## config.mk

```make
export PLATFORM = sky130hd
export DESIGN_NAME = cnn_layer_sequencer
export DESIGN_NICKNAME = d
export VERILOG_FILES = /design/src/rtl/cnn_pkg.sv /design/src/rtl/cnn_argmax_scan.sv /design/src/rtl/cnn_layer_sequencer.sv
export SDC_FILE = /design/constraint.sdc
export NUM_CORES = 1
export LEC_CHECK = 0
export CORE_MARGIN = 4
export CORE_UTILIZATION = 30
export CTS_CLUSTER_DIAMETER = 40
export CTS_CLUSTER_SIZE = 30
export DETAILED_ROUTE_END_ITERATION = 6
export PLACE_DENSITY_LB_ADDON = 0.08
export SLEW_MARGIN = 15
export SYNTH_ARGS = -nofsm -noshare
export SYNTH_HDL_FRONTEND = slang
export SYNTH_SLANG_ARGS = --single-unit
```

## constraint.sdc

```tcl
create_clock -name clk -period 8.5 [get_ports clk]
set_input_delay 1.7 -clock clk [delete_from_list [all_inputs] [get_ports clk]]
set_output_delay 1.7 -clock clk [all_outputs]
set_load 0.02 [all_outputs]
```

## src/rtl/cnn_pkg.sv

```systemverilog
`default_nettype none
// +----------------------------------------------------------------------+
// | cnn_pkg : shared types and helpers for the CNN layer sequencer       |
// | Rev 1.0                                                              |
// +----------------------------------------------------------------------+
package cnn_pkg;

    localparam int c_data_width = 16;

    typedef enum logic [2:0] {
        ST_IDLE  = 3'd0,
        ST_RUN   = 3'd1,
        ST_GAP   = 3'd2,
        ST_SCAN  = 3'd3,
        ST_DONE  = 3'd4,
        ST_ERROR = 3'd5
    } state_t;

    function automatic int clog2min1(input int n);
        return (n > 1) ? $clog2(n) : 1;
    endfunction

endpackage
`default_nettype wire

```

## src/rtl/cnn_argmax_scan.sv

```systemverilog
`default_nettype none
// +----------------------------------------------------------------------+
// | cnn_argmax_scan : walks the result memory and tracks the running max |
// | Rev 1.0                                                              |
// +----------------------------------------------------------------------+
module cnn_argmax_scan import cnn_pkg::*; #(
    parameter int NUM_CLASSES = 10,
    parameter int DATA_WIDTH  = c_data_width,
    localparam int c_aw       = clog2min1(NUM_CLASSES)
) (
    input  logic                  clk,
    input  logic                  reset,
    input  logic                  go,
    output logic [c_aw-1:0]       res_addr,
    input  logic [DATA_WIDTH-1:0] res_data,
    output logic [c_aw-1:0]       idx,
    output logic [DATA_WIDTH-1:0] val,
    output logic                  valid
);

    localparam logic [c_aw-1:0] c_last = c_aw'(NUM_CLASSES - 1);

    logic                  active_q, active_d;
    logic [c_aw-1:0]       addr_q, addr_d;
    logic [c_aw-1:0]       best_idx_q, best_idx_d;
    logic [DATA_WIDTH-1:0] best_val_q, best_val_d;
    logic                  w_take;

    // idx/val include the entry on the bus this cycle, so they are final on the valid cycle
    always_comb begin
        active_d   = active_q;
        addr_d     = addr_q;
        best_idx_d = best_idx_q;
        best_val_d = best_val_q;
        w_take     = active_q && ((addr_q == '0) || ($signed(res_data) > $signed(best_val_q)));
        idx        = w_take ? addr_q : best_idx_q;
        val        = w_take ? res_data : best_val_q;
        valid      = active_q && (addr_q == c_last);
        if (go) begin
            active_d = 1'b1;
            addr_d   = '0;
        end else if (active_q) begin
            best_idx_d = idx;
            best_val_d = val;
            if (valid) begin
                active_d = 1'b0;
                addr_d   = '0;
            end else begin
                addr_d = addr_q + c_aw'(1);
            end
        end
    end

    always_ff @(posedge clk or posedge reset) begin
        if (reset) begin
            active_q   <= 1'b0;
            addr_q     <= '0;
            best_idx_q <= '0;
            best_val_q <= '0;
        end else begin
            active_q   <= active_d;
            addr_q     <= addr_d;
            best_idx_q <= best_idx_d;
            best_val_q <= best_val_d;
        end
    end

    assign res_addr = addr_q;

endmodule
`default_nettype wire

```

## src/rtl/cnn_layer_sequencer.sv

```systemverilog
`default_nettype none
// +----------------------------------------------------------------------+
// | cnn_layer_sequencer : runs layer stages in order, times them, argmax |
// | Rev 1.0                                                              |
// +----------------------------------------------------------------------+
module cnn_layer_sequencer import cnn_pkg::*; #(
    parameter int NUM_STAGES     = 3,
    parameter int GAP_CYCLES     = 10,
    parameter int TIMEOUT_CYCLES = 1000000,
    parameter int NUM_CLASSES    = 10,
    parameter int DATA_WIDTH     = c_data_width,
    parameter int CNT_W          = 32,
    localparam int c_sw          = clog2min1(NUM_STAGES),
    localparam int c_aw          = clog2min1(NUM_CLASSES),
    localparam int c_pw          = clog2min1(NUM_STAGES + 1)
) (
    input  logic                  clk,
    input  logic                  reset,
    input  logic                  start,
    output logic [NUM_STAGES-1:0] stage_enable,
    input  logic [NUM_STAGES-1:0] stage_done,
    output logic [c_aw-1:0]       res_addr,
    input  logic [DATA_WIDTH-1:0] res_data,
    output logic                  busy,
    output logic                  done,
    output logic                  error,
    output logic [c_sw-1:0]       err_stage,
    output logic [c_aw-1:0]       class_idx,
    output logic [DATA_WIDTH-1:0] class_val,
    input  logic [c_pw-1:0]       perf_sel,
    output logic [CNT_W-1:0]      perf_cycles
);

    localparam int               c_gw         = clog2min1(GAP_CYCLES + 1);
    localparam logic [c_gw-1:0]  c_gap_last   = c_gw'((GAP_CYCLES == 0) ? 0 : GAP_CYCLES - 1);
    localparam logic [c_sw-1:0]  c_last_stage = c_sw'(NUM_STAGES - 1);
    localparam logic [CNT_W-1:0] c_timeout    = CNT_W'(TIMEOUT_CYCLES);

    state_t                  state_q, state_d;
    logic [c_sw-1:0]         s_q, s_d;
    logic [c_gw-1:0]         gap_cnt_q, gap_cnt_d;
    logic [CNT_W-1:0]        total_q, total_d;
    logic [CNT_W-1:0]        stage_cnt_q [NUM_STAGES];
    logic [CNT_W-1:0]        stage_cnt_d [NUM_STAGES];
    logic [NUM_STAGES-1:0]   stage_done_q;
    logic                    error_q, error_d;
    logic [c_sw-1:0]         err_stage_q, err_stage_d;
    logic [c_aw-1:0]         class_idx_q, class_idx_d;
    logic [DATA_WIDTH-1:0]   class_val_q, class_val_d;

    logic                    w_done_edge;
    logic                    w_scan_go;
    logic [CNT_W-1:0]        w_cnt_inc;
    logic [c_aw-1:0]         w_scan_idx;
    logic [DATA_WIDTH-1:0]   w_scan_val;
    logic                    w_scan_valid;

    function automatic logic [CNT_W-1:0] sat_inc(input logic [CNT_W-1:0] v);
        return (&v) ? v : v + CNT_W'(1);
    endfunction

    cnn_argmax_scan #(
        .NUM_CLASSES (NUM_CLASSES),
        .DATA_WIDTH  (DATA_WIDTH)
    ) u_scan (
        .clk      (clk),
        .reset    (reset),
        .go       (w_scan_go),
        .res_addr (res_addr),
        .res_data (res_data),
        .idx      (w_scan_idx),
        .val      (w_scan_val),
        .valid    (w_scan_valid)
    );

    always_comb begin
        state_d     = state_q;
        s_d         = s_q;
        gap_cnt_d   = gap_cnt_q;
        total_d     = total_q;
        stage_cnt_d = stage_cnt_q;
        error_d     = error_q;
        err_stage_d = err_stage_q;
        class_idx_d = class_idx_q;
        class_val_d = class_val_q;
        w_scan_go   = 1'b0;
        w_done_edge = stage_done[s_q] & ~stage_done_q[s_q];
        w_cnt_inc   = sat_inc(stage_cnt_q[s_q]);

        if (state_q == ST_RUN || state_q == ST_GAP || state_q == ST_SCAN) begin
            total_d = sat_inc(total_q);
        end

        case (state_q)
            ST_IDLE, ST_DONE, ST_ERROR: begin
                if (state_q == ST_DONE) begin
                    state_d = ST_IDLE;
                end
                if (start) begin
                    state_d     = ST_RUN;
                    s_d         = '0;
                    gap_cnt_d   = '0;
                    total_d     = '0;
                    error_d     = 1'b0;
                    err_stage_d = '0;
                    for (int i = 0; i < NUM_STAGES; i++) begin
                        stage_cnt_d[i] = '0;
                    end
                end
            end
            ST_RUN: begin
                stage_cnt_d[s_q] = w_cnt_inc;
                // a done edge on the deadline cycle wins over the timeout
                if (w_done_edge) begin
                    if (s_q == c_last_stage) begin
                        state_d   = ST_SCAN;
                        w_scan_go = 1'b1;
                    end else if (GAP_CYCLES == 0) begin
                        s_d = s_q + c_sw'(1);
                    end else begin
                        state_d   = ST_GAP;
                        gap_cnt_d = '0;
                    end
                end else if (w_cnt_inc >= c_timeout) begin
                    state_d     = ST_ERROR;
                    error_d     = 1'b1;
                    err_stage_d = s_q;
                end
            end
            ST_GAP: begin
                if (gap_cnt_q == c_gap_last) begin
                    state_d = ST_RUN;
                    s_d     = s_q + c_sw'(1);
                end else begin
                    gap_cnt_d = gap_cnt_q + c_gw'(1);
                end
            end
            ST_SCAN: begin
                if (w_scan_valid) begin
                    class_idx_d = w_scan_idx;
                    class_val_d = w_scan_val;
                    state_d     = ST_DONE;
                end
            end
            default: state_d = ST_IDLE;
        endcase
    end

    always_ff @(posedge clk or posedge reset) begin
        if (reset) begin
            state_q      <= ST_IDLE;
            s_q          <= '0;
            gap_cnt_q    <= '0;
            total_q      <= '0;
            for (int i = 0; i < NUM_STAGES; i++) begin
                stage_cnt_q[i] <= '0;
            end
            stage_done_q <= '0;
            error_q      <= 1'b0;
            err_stage_q  <= '0;
            class_idx_q  <= '0;
            class_val_q  <= '0;
        end else begin
            state_q      <= state_d;
            s_q          <= s_d;
            gap_cnt_q    <= gap_cnt_d;
            total_q      <= total_d;
            stage_cnt_q  <= stage_cnt_d;
            stage_done_q <= stage_done;
            error_q      <= error_d;
            err_stage_q  <= err_stage_d;
            class_idx_q  <= class_idx_d;
            class_val_q  <= class_val_d;
        end
    end

    always_comb begin
        perf_cycles = '0;
        if (int'(perf_sel) == NUM_STAGES) begin
            perf_cycles = total_q;
        end else if (int'(perf_sel) < NUM_STAGES) begin
            perf_cycles = stage_cnt_q[perf_sel];
        end
    end

    assign stage_enable = (state_q == ST_RUN) ? (NUM_STAGES'(1) << s_q) : '0;
    assign busy         = (state_q == ST_RUN) || (state_q == ST_GAP) || (state_q == ST_SCAN);
    assign done         = (state_q == ST_DONE);
    assign error        = error_q;
    assign err_stage    = err_stage_q;
    assign class_idx    = class_idx_q;
    assign class_val    = class_val_q;

endmodule
`default_nettype wire

```

==> flow_metrics.py <==
metrics = {
    "synthesis": {
        "syn-num-nets": 1125,
        "yosys.area_share.adder_pct": 3.00,
        "syn_inst": 1075,
        "seq_area_frac_synth_pct": 43.3,
        "synth_ff_type": "dfrtp_1",
        "synthArstFlopShare_pct": 100,
        "synth_xor_area_share_pct": 4.04,
        "synth_cell_types": 72,
        "synth_area_per_cell_um2": 10.1,
        "synth_compound_area_share_pct": 14.1,
        "syn_area_um2": 10900,
        "synth_edf_count": 0,
        "yosys.area_share.simple_pct": 17.2,
        "ys_ff_latch": 188,
        "synth_warnings": 0,
        "synthMuxAreaShare_pct": 13.8,
        "synth_top_family_by_area": "simple AND/OR/NAND/NOR gates",
    },
    "critical_path": {
        "worstReg2RegEnd": "state_q[2]",
        "cp-start-kind": "primary input",
        "cp.arrival_ps": 3410,
        "rr_worst_depth": 12,
        "timing.rr.start": "s_q[1]",
        "endpoint_kind": "output pin",
        "reg2reg_slack_ps": 3820,
        "path_max_fanout": 32,
        "path_class": "in2out",
        "crit_required_ps": 6800,
    },
    "timing": {
        "slew_violations": 0,
        "finalCriticalPeriod_ps": 5110,
        "final-setup-viol-count": 0,
        "finalSetupTns_ps": 0,
        "fmax_ghz": 0.196,
        "skew_ps": 15.2,
        "fin_crit_sh_pct": 60.1,
        "hold_viol": 0,
        "relSlewSlack_pct": 21.8,
        "rsz0062_at_grt": "false",
        "worst_pin_slew_ps": 1170,
    },
    "die": {
        "fp.coreArea_um2": 35700,
        "die_y_um": 198,
        "start_util_pct": 30.4,
        "rows": 69,
        "die-area_um2": 39300,
        "io-pin-count": 88,
        "die_w_um": 198,
    },
    "route": {
        "wirelength_um": 32400,
        "vias": 8380,
        "drc": 0,
        "ant_nets": 0,
        "drt_iter0_markers": 531,
        "post_drt_wl_per_cell_um": 20.3,
        "vias_per_cell": 5.25,
        "dr.pass1.iters": 4,
    },
    "pwr": {
        "p_total_uw": 2500,
        "p_sw_share_pct": 34.7,
        "p_clk_share_pct": 33.7,
        "internal-power_uw": 1630,
        "pwr-share-seq_pct": 42.2,
        "power_frac_comb_pct": 24.2,
        "switchingPower_uw": 866,
        "leakagePower_uw": 0.00496,
        "p_per_area_nw_per_um2": 197,
        "ir_drop_uv": 121,
    },
    "placement": {
        "dp_hpwl_um": 22000,
        "io_buffers": 87,
        "globalplace.congestion": 0.756,
    },
    "clock_tree": {
        "numCtsBuffers": 17,
        "cts.clk_slew.worst_paths_ps": 80,
        "cts_max_level": 4,
        "cts_buffer_depth": 2,
        "cts.repair.resized": 0,
        "clkSinkCount": 188,
        "post-cts-setup-buffers": 0,
        "cts_hold_buf": 0,
        "clk_latency_ps": 460,
        "cts_tree": "yes",
        "cts_root_buf": "clkbuf_16",
    },
    "layout": {
        "area_growth_syn_to_layout_pct": 16.6,
        "layout_common_cells": "186 x dfrtp_1, 120 x o21ai_0, 120 x nand3_1",
        "fin_util_pct": 35.5,
        "fillCellCount": 3601,
        "final_common_cell": "dfrtp_1",
        "regArea_um2": 4710,
        "num_antenna_cells": 0,
        "drive_gt1_share_pct": 12.0,
        "nets": 1172,
        "multiInputGateArea_um2": 5690,
    },
    "global_routing": {
        "grt_max_degree": 123,
        "grt_usage_pct": 16.9,
        "grt_pass1_vias": 8318,
        "grt.overflow.total": 0,
        "antenna_found_initial": 0,
        "grt_pass1_wl_um": 51400,
    },
    "min_path": {
        "hold_class": "reg2reg",
        "hold_depth": 1,
        "min_from": "u_scan.best_idx_q[3]",
        "holdPathEnd": "u_scan.best_idx_q[3]",
    },
    "run_status": {
        "status": "completed",
    },
    "job": {
        "drv_cap": 0,
    },
}
[state kept, by name, indices dropped and copies added (netlist names)]
register,cells
u_scan.best_val_q,16
class_val,16
u_scan.best_idx_q,4
stage_done_q,3
total_q,32
error,1
u_scan.res_addr,4
stage_cnt_q,96
err_stage,2
gap_cnt_q,4
state_q,3
class_idx,4
s_q,2
u_scan.active_q,1
[per-layer routing]
| layer | global-route usage, % | wire (um) | share of wire [%] |
|---|---|---|---|
| met5 | 0 | 0 | 0 |
| met2 | 24.5 | 14300 | 44 |
| met3 | 3.27 | 936 | 2.9 |
| met1 | 25.8 | 16800 | 52 |
| met4 | 4.06 | 395 | 1.2 |
[cells by family after synthesis]
family | after synthesis
compound gates | 241
xor+xnor | 50
fa+ha+maj | 26
buf+inv | 103
flops | 188
mux | 107
simple gates | 360
[Yosys cell counts (4+ instances only)]
cell | n | share of area [%]
xor2_1 | 32 | 2.6
mux4_2 | 32 | 6.6
inv_1 | 32 | 1.1
o2bb2ai_2 | 8 | 1.1
a31oi_1 | 5 | 0.29
o2bb2ai_1 | 19 | 1.5
ha_1 | 26 | 3.0
o2111ai_1 | 4 | 0.32
nand2b_1 | 7 | 0.40
nand3_1 | 120 | 5.5
or3_1 | 4 | 0.23
dfrtp_1 | 188 | 43
nand2_1 | 53 | 1.8
and3_1 | 17 | 0.98
nor3_1 | 10 | 0.46
clkbuf_1 | 56 | 1.9
mux2_2 | 22 | 2.3
a21oi_1 | 36 | 1.7
nor2_1 | 85 | 2.9
o31ai_1 | 4 | 0.28
nor2b_1 | 4 | 0.23
buf_6 | 6 | 0.62
a21o_1 | 5 | 0.35
o21ai_0 | 120 | 5.5
and2_1 | 8 | 0.46
xnor2_1 | 18 | 1.5
and4_1 | 8 | 0.65
nand4_1 | 16 | 0.92
buf_1 | 4 | 0.14
o21a_1 | 8 | 0.55
a22oi_1 | 4 | 0.28
mux2i_1 | 50 | 4.6
[stage by stage]
step           cell area [um2]  std cells  worst slack (ps)  hold WS, ps
6_report                 12700       1596              3390          506
5_1_grt                  12700       1596              3110          538
2_1_floorplan            10900       1075              1690          475
3_3_place_gp             12000       1564              2980          489
4_1_cts                  12700       1596              2960          508
3_5_place_dp             12000       1564              2960          490
[final cells by class]
cell class / instances / share of cell area (%)
tap: 461 / 4.56
clock inverter: 15 / 1.39
clock buffer: 17 / 3.36
inverter: 32 / 1.01
timing repair buffer: 99 / 7.53
sequential: 188 / 37.2
multi-input combinational: 784 / 44.9
[critical path: stages]
cell and delay [ps]:
buf_2 70, buf_4 480, mux4_2 570, clkdlybuf4s50_1 570
[worst max path at each step]
stage,start,endpoint,slack [ps],depth (start not counted)
after floorplan,reset,class_idx[0],1690,1
after global placement,perf_sel[1],perf_cycles[8],2980,3
after detailed placement,perf_sel[1],perf_cycles[8],2960,3
after CTS,perf_sel[1],perf_cycles[8],2960,3
after global routing,s_q[0],stage_enable[2],3110,7
final,perf_sel[0],perf_cycles[30],3390,4
[power by group through the flow]
stage	combinational (uW)	sequential (uW)	clock (uW)
CTS	617	1050	870
detailed placement	614	1070	0
global placement	612	1070	0
global route	687	1070	900
finish	603	1050	840
floorplan	408	1060	0
Power figures use the tool's default switching activity.
